--- src/rtl/shift_reg_in.sv ---
// shift_reg_in: reads one N-bit frame from a 74HC165 chain (parallel load, then MSB-first serial shift)
// ports: i_clk/i_rst clock and sync reset; i_Start frame request taken only in IDLE; i_SER_IN from QH;
//        o_Ready idle flag; o_Data last frame; o_Valid one-cycle update strobe; o_SH_LD/o_CLK drive the 165
module shift_reg_in #(
  parameter int N = 8,
  parameter int CLK_DIV = 2
) (
  input  logic         i_clk,
  input  logic         i_rst,
  input  logic         i_Start,
  input  logic         i_SER_IN,
  output logic         o_Ready,
  output logic [N-1:0] o_Data,
  output logic         o_Valid,
  output logic         o_SH_LD,
  output logic         o_CLK
);
  localparam int CW = $clog2(CLK_DIV + 1);
  localparam int BW = $clog2(N);
  typedef enum logic [2:0] {IDLE, LOAD, SETTLE, HIGH, LOW, DONE} state_t;
  state_t state_q, state_d;
  logic [CW-1:0] cnt_q, cnt_d;
  logic [BW-1:0] bit_q, bit_d;
  logic [N-1:0] sr_q, sr_d, data_q, data_d, shifted;
  logic last;
  // bit_q holds the index of the next bit to sample in LOW; bit N-1 is taken at the end of SETTLE
  always_comb begin
    last = cnt_q == CW'(CLK_DIV - 1);
    shifted = {sr_q[N-2:0], i_SER_IN};
    state_d = state_q;
    bit_d = bit_q;
    sr_d = sr_q;
    data_d = data_q;
    cnt_d = (state_q == IDLE || state_q == DONE || last) ? '0 : cnt_q + 1'b1;
    case (state_q)
      IDLE: state_d = i_Start ? LOAD : IDLE;
      LOAD: state_d = last ? SETTLE : LOAD;
      SETTLE: if (last) begin
        sr_d = shifted;
        bit_d = BW'(N - 2);
        state_d = HIGH;
      end
      HIGH: state_d = last ? LOW : HIGH;
      LOW: if (last) begin
        sr_d = shifted;
        bit_d = bit_q - 1'b1;
        state_d = bit_q == '0 ? DONE : HIGH;
        data_d = bit_q == '0 ? shifted : data_q;
      end
      DONE: state_d = IDLE;
      default: state_d = IDLE;
    endcase
  end
  always_ff @(posedge i_clk) begin
    if (i_rst) begin
      state_q <= IDLE;
      cnt_q <= '0;
      bit_q <= '0;
      sr_q <= '0;
      data_q <= '0;
    end else begin
      state_q <= state_d;
      cnt_q <= cnt_d;
      bit_q <= bit_d;
      sr_q <= sr_d;
      data_q <= data_d;
    end
  end
  assign o_Ready = state_q == IDLE;
  assign o_Valid = state_q == DONE;
  assign o_SH_LD = state_q != LOAD;
  assign o_CLK = state_q == HIGH;
  assign o_Data = data_q;
endmodule

--- config.mk ---
export PLATFORM = sky130hd
export DESIGN_NAME = shift_reg_in
export DESIGN_NICKNAME = d
export VERILOG_FILES = /design/src/rtl/shift_reg_in.sv
export SDC_FILE = /design/constraint.sdc
export NUM_CORES = 1
export LEC_CHECK = 0
export CAP_MARGIN = 20
export CORE_MARGIN = 2
export CORE_UTILIZATION = 59
export CTS_BUF_LIST = sky130_fd_sc_hd__clkbuf_4
export CTS_CLUSTER_SIZE = 12
export DETAILED_ROUTE_END_ITERATION = 6
export PLACE_DENSITY = 0.9
export SETUP_SLACK_MARGIN = 0.15
export SLEW_MARGIN = 40
export SYNTH_ARGS = -nofsm -noshare
export SYNTH_HDL_FRONTEND = slang
export SYNTH_SLANG_ARGS = --single-unit
--- constraint.sdc ---
create_clock -name i_clk -period 2.64 [get_ports i_clk]
set_clock_uncertainty 0.15 [all_clocks]
set_input_delay 0.792 -clock i_clk [delete_from_list [all_inputs] [get_ports i_clk]]
set_output_delay 0.792 -clock i_clk [all_outputs]
set_load 0.02 [all_outputs]
==> run metrics, run 1 <==
status completed; Seq pwr share 0.548; Mapped Nets 110; WL final 1711 um; setup bufs post-CTS 0; final core utilization 0.7289; Post-Syn Instances 103; vias per cell 5.229; CTS tree built; endpoints failing setup 0; number of global-route vias before repair 640; P_sw 0.2232 mW; share of layout cells above drive strength 1 0.1261; Peak Freq 412.5 MHz; worst vdd ir 0.0006413 V; clk slew on worst S/H paths 0.13 ns; CP Launch Type register; fin crit period 2.424 ns; DR iter-0 viols 13; max-cap violations 0; Initial Util 0.6205; Pwr Total 0.7277 mW; Clock Latency Late Sink 0.32 ns; Longest Clk Path Bufs 2; Die H 46.38 um; Comb pwr share 0.221; RD Place Congestion 0.8583; Net count, final 127; Cell variety after synth 30; Worst slew margin 0.6185; # DRC 0; htree depth 1; commonest non-fill, non-tap cell in the layout dfxtp_1; HP Class reg2reg; Post-Syn Area per Cell 10.29 um2; row count 15; TritonCTS buffer count 3; fill count 132; WS Path Type reg2out; endpoints failing hold 0; setup TNS 0 ns; crit path DAT 1.48 ns; CORE AREA 1708 um2; average wire per standard cell 11.88 um; dpl cells 140; I/O pin count 16; DRT Pass-1 Iters 4; Yosys reg bits 23; CP endpoint kind output pin; Leakage 0.4974 nW; clock sinks 23; RSZ-0062 raised after global routing no; slack of the worst reg-to-reg path 1.09 ns; DR vias 753; Post-Layout Cell Count 144; Hold Slack 0.2827 ns; die width 46.38 um; clock network fraction of total power 0.231; Antenna Nets Post-Route 0; Ys Warns 0; Cell Area, Synth 1060 um2; port bufs 15; most frequent cells in the layout dfxtp_1 (20), nand2b_1 (18), mux2i_1 (15); die area 2151 um2; pin count of the biggest net entering global routing 22; global-route wire length before repair 2891 um; Worst-Margin Slew 0.5705 ns; internal cell power 0.5045 mW; required time of the critical path 1.70 ns; CTS root buf clkbuf_4; Antenna diodes 0; multi-input logic area 531.8 um2; fin. max-slew vios 0; Reg area 464.2 um2; Final HPWL DP 1249 um; CP max FO 9; post-synthesis sequential area ratio 0.4345; GRT Resource Usage Total 0.1939; hold_buf cts 0; switching part of the total 0.3067; Overflow after GRT 0; synth-to-layout area growth 17.47%; PwrDens 584.5 nW/um2; antenna violations before repair 0; Tcrit/Tclk final 0.9182
==> cells by family after synthesis <==
| kind of cell | share of synthesized area |
|---|---|
| AND/OR/NAND/NOR | 0.2231 |
| multiplexers | 0.1417 |
| adder cells (fa/ha/maj) | 0.03542 |
| flip-flops | 0.4345 |
| AO/OA/AOI/OAI | 0.08500 |
| XOR/XNOR | 0.01653 |
| buffers and inverters | 0.06375 |
==> metal layers <==
layer	GRT usage	wire length, um
met5	0	0
met4	0.1200	46
met3	0.03529	42
met2	0.2806	795
met1	0.2639	826
==> power by group through the flow <==
| stage | Clock (mW) | Sequential (mW) | Combinational, mW |
|---|---|---|---|
| final | 0.168 | 0.399 | 0.161 |
| after global routing | 0.185 | 0.402 | 0.177 |
| after CTS | 0.170 | 0.397 | 0.163 |
| after detailed placement | 0 | 0.402 | 0.168 |
| after global placement | 0 | 0.399 | 0.162 |
| after floorplan | 0 | 0.380 | 0.150 |
==> registers in the layout, summed over array words and instances, names as in the netlist <==
register,count
o_Data,8
bit_q,3
state_q,3
cnt_q,2
sr_q,7
==> layout make-up <==
class,instances,area share
Clock inverter,1,0.004020
Timing Repair Buffer,18,0.1377
Multi-Input combinational cell,69,0.4271
Clock buffer,3,0.01809
Inverter,5,0.01508
Sequential cell,23,0.3729
Tap cell,25,0.02513
==> critical path, stage by stage, from the launching register on <==
cell and delay, ns:
dfxtp_2 0.44, and2b_1 0.24, and2_1 0.17, dlygate4sd2_1 0.32
==> Yosys cell counts <==
cell type  number  area (um2)
dfxtp_1        23       460.4
nand2b_1       18       112.6
mux2i_1        15       150.1
a21oi_1         5       25.02
inv_1           5       18.77
nor2_1          5       18.77
and2b_1         3       22.52
buf_6           3       33.78
ha_1            3       37.54
and2_1          2       12.51
o21a_1          2       15.01
a211o_1         1       8.760
a211oi_2        1       12.51
a21oi_2         1       8.760
and4bb_4        1       16.27
buf_1           1       3.750
buf_4           1       7.510
clkbuf_1        1       3.750
nand2_4         1       11.26
nand3_1         1       5.000
nand3b_1        1       7.510
nor2b_1         1       6.260
nor3_1          1       5.000
nor3_2          1       10.01
o211ai_1        1       7.510
o21ai_0         1       5.000
o31ai_1         1       7.510
or3b_1          1       8.760
xnor2_1         1       8.760
xor2_1          1       8.760
==> per-stage QoR <==
stage,area (um2),setup slack [ns]
2_1_floorplan,1060,0.7779
3_3_place_gp,1215,0.3117
3_5_place_dp,1215,0.2434
4_1_cts,1242,0.1802
5_1_grt,1245,0.1571
6_report,1245,0.2160
==> worst paths after layout <==
check        cells after the start  startpoint         end
min                              1    cnt_q[0]    cnt_q[0]
min reg2reg                      1    cnt_q[0]    cnt_q[0]
max                              3  state_q[2]       o_CLK
max reg2reg                      6    bit_q[0]  state_q[2]
==> what timing repair did <==
item / CTS / global route
setup endpoints to repair: 4 / 1
gates resized for setup: 6 / 1
hold endpoints to repair: 0 / 0
gates cloned: 0 / 0
Power figures use the tool's default switching activity.
==> run 2, diff against run 1 <==
--- a/config.mk
+++ b/config.mk
@@ -7,11 +7,11 @@
 export LEC_CHECK = 0
 export CAP_MARGIN = 20
 export CORE_MARGIN = 2
-export CORE_UTILIZATION = 59
+export CORE_UTILIZATION = 50
 export CTS_BUF_LIST = sky130_fd_sc_hd__clkbuf_4
 export CTS_CLUSTER_SIZE = 12
 export DETAILED_ROUTE_END_ITERATION = 6
-export PLACE_DENSITY = 0.9
+export PLACE_DENSITY = 0.79
 export SETUP_SLACK_MARGIN = 0.15
 export SLEW_MARGIN = 40
 export SYNTH_ARGS = -nofsm -noshare
==> run metrics, run 2 (synthesized netlist as in run 1, its figures left out) <==
status completed; clock sinks 23 (unchanged); post-CTS resize count 8 (+2); most frequent cells in the layout dfxtp_1 (20), nand2b_1 (18), mux2i_1 (15); Worst-Margin Slew 0.5551 ns (-0.01535 ns); Initial Util 0.5347 (-0.08579); Crit Reg-Reg Endpoint state_q[1]; Overflow after GRT 0 (unchanged); Net count, final 127 (unchanged); Longest Clk Path Bufs 2 (unchanged); Worst Hold Path EP cnt_q[0]; required time of the critical path 1.70 ns (about the same); TritonCTS buffer count 3 (unchanged); CP max FO 9 (unchanged); crit-path cells and2b_1, and2_1, dlygate4sd2_1; clk slew on worst S/H paths 0.13 ns (about the same); Peak Freq 418.2 MHz (+1.4%); CORE AREA 1982 um2 (+16%); endpoints failing setup 0 (unchanged); Pwr Total 0.7157 mW (-1.7%); RD Place Congestion 0.7191 (-16%); fin. max-slew vios 0 (unchanged); GRT Resource Usage Total 0.1420 (-0.05191); slowest CP cell dfxtp_2; fill count 153 (+16%); r2r worst-path depth 6 (unchanged); DR iter-0 viols 10 (-3); CP Launch Type register; Hold Slack 0.2918 ns (+0.009116 ns); vias per cell 4.822 (-7.8%); Worst slew margin 0.6288 (+0.01027); Die H 50.04 um (+7.9%); Antenna Nets Post-Route 0 (unchanged); dpl cells 142 (+1.4%); CTS tree built; slack of the worst reg-to-reg path 1.07 ns (-0.02 ns); Hold Crit Depth 1 (unchanged); CTS root buf clkbuf_4; Leakage 0.4923 nW (-1.0%); Finished Cell Area 1246 um2 (+0.10%); DR vias 704 (-6.5%); max reg flops 8 (unchanged); Final HPWL DP 1209 um (-3.2%); setup bufs post-CTS 0 (unchanged); fin crit period 2.391 ns (-0.03262 ns); # DRC 0 (unchanged); Antenna diodes 0 (unchanged); Clock Latency Late Sink 0.30 ns (-0.02 ns); area post-placement 1217 um2 (+0.21%); commonest non-fill, non-tap cell in the layout dfxtp_1; max-cap violations 0 (unchanged); htree depth 1 (unchanged); CP endpoint kind output pin; RSZ-0062 raised after global routing no; die width 50.04 um (+7.9%); number of global-route vias before repair 656 (+2.5%); die area 2504 um2 (+16%); min setup slack post-route 0.2486 ns (+0.03262 ns); worst vdd ir 0.0003196 V (-50%); endpoints failing hold 0 (unchanged); multi-input logic area 531.8 um2 (unchanged); share of layout cells above drive strength 1 0.1261 (unchanged); crit path DAT 1.45 ns (-0.03 ns); pin count of the biggest net entering global routing 21 (-4.5%); average wire per standard cell 11.17 um (-6.0%); final core utilization 0.6288 (-0.1001); Reg area 466.7 um2 (+0.54%); Post-Layout Cell Count 146 (+1.4%); setup TNS 0 ns (unchanged); antenna violations before repair 0 (unchanged); DRT Pass-1 Iters 4 (unchanged); WS Path Type reg2out; r2r startpoint bit_q[0]; pre-CTS setup slack 0.2351 ns (-0.008284 ns); min-delay src cnt_q[0]; WL final 1631 um (-4.7%); HP Class reg2reg; global-route wire length before repair 2794 um (-3.4%); synth-to-layout area growth 17.59%; PwrDens 574.3 nW/um2 (-1.8%); row count 16 (+1); port bufs 15 (unchanged); Tcrit/Tclk final 0.9058 (-0.01235); hold_buf cts 0 (unchanged); I/O pin count 16 (unchanged); worst stage delay on the critical path 0.44 ns (about the same)
run 2: where the power goes:
group	switching (mW)	internal [mW]
Combinational	0.0819	0.0757
Clock	0.103	0.0564
Sequential	0.0295	0.370
run 2: metal layers:
layer	GRT usage	up-vias	share of wire
li1	-	376	-
met1	0.1854	321	0.50
met2	0.2346	5	0.47
met3	0.02727	2	0.022
met4	0.04167	0	0.0061
met5	0	-	0
run 2: critical path: cells and delay by family, from the launching register on:
kind          cells  cell delay (ns)
simple gates      2             0.40
buf+inv           1             0.31
flops             1             0.44
run 2: worst max-delay path by stage:
| stage | cells after the start | startpoint | slack (ns) | endpoint |
|---|---|---|---|---|
| global route | 3 | state_q[2] | 0.18 | o_CLK |
| finish | 3 | state_q[2] | 0.25 | o_CLK |
| global placement | 3 | state_q[0] | 0.29 | o_CLK |
| floorplan | 2 | state_q[2] | 0.78 | o_Ready |
| detailed placement | 3 | state_q[0] | 0.24 | o_CLK |
| CTS | 3 | state_q[2] | 0.24 | o_CLK |
run 2: final cells by class:
type,instances,area share
Timing Repair Buffer,18,0.1345
Multi-Input combinational cell,69,0.4267
Clock buffer,3,0.01807
Inverter,5,0.01506
Sequential cell,23,0.3745
Tap cell,27,0.02711
Clock inverter,1,0.004016
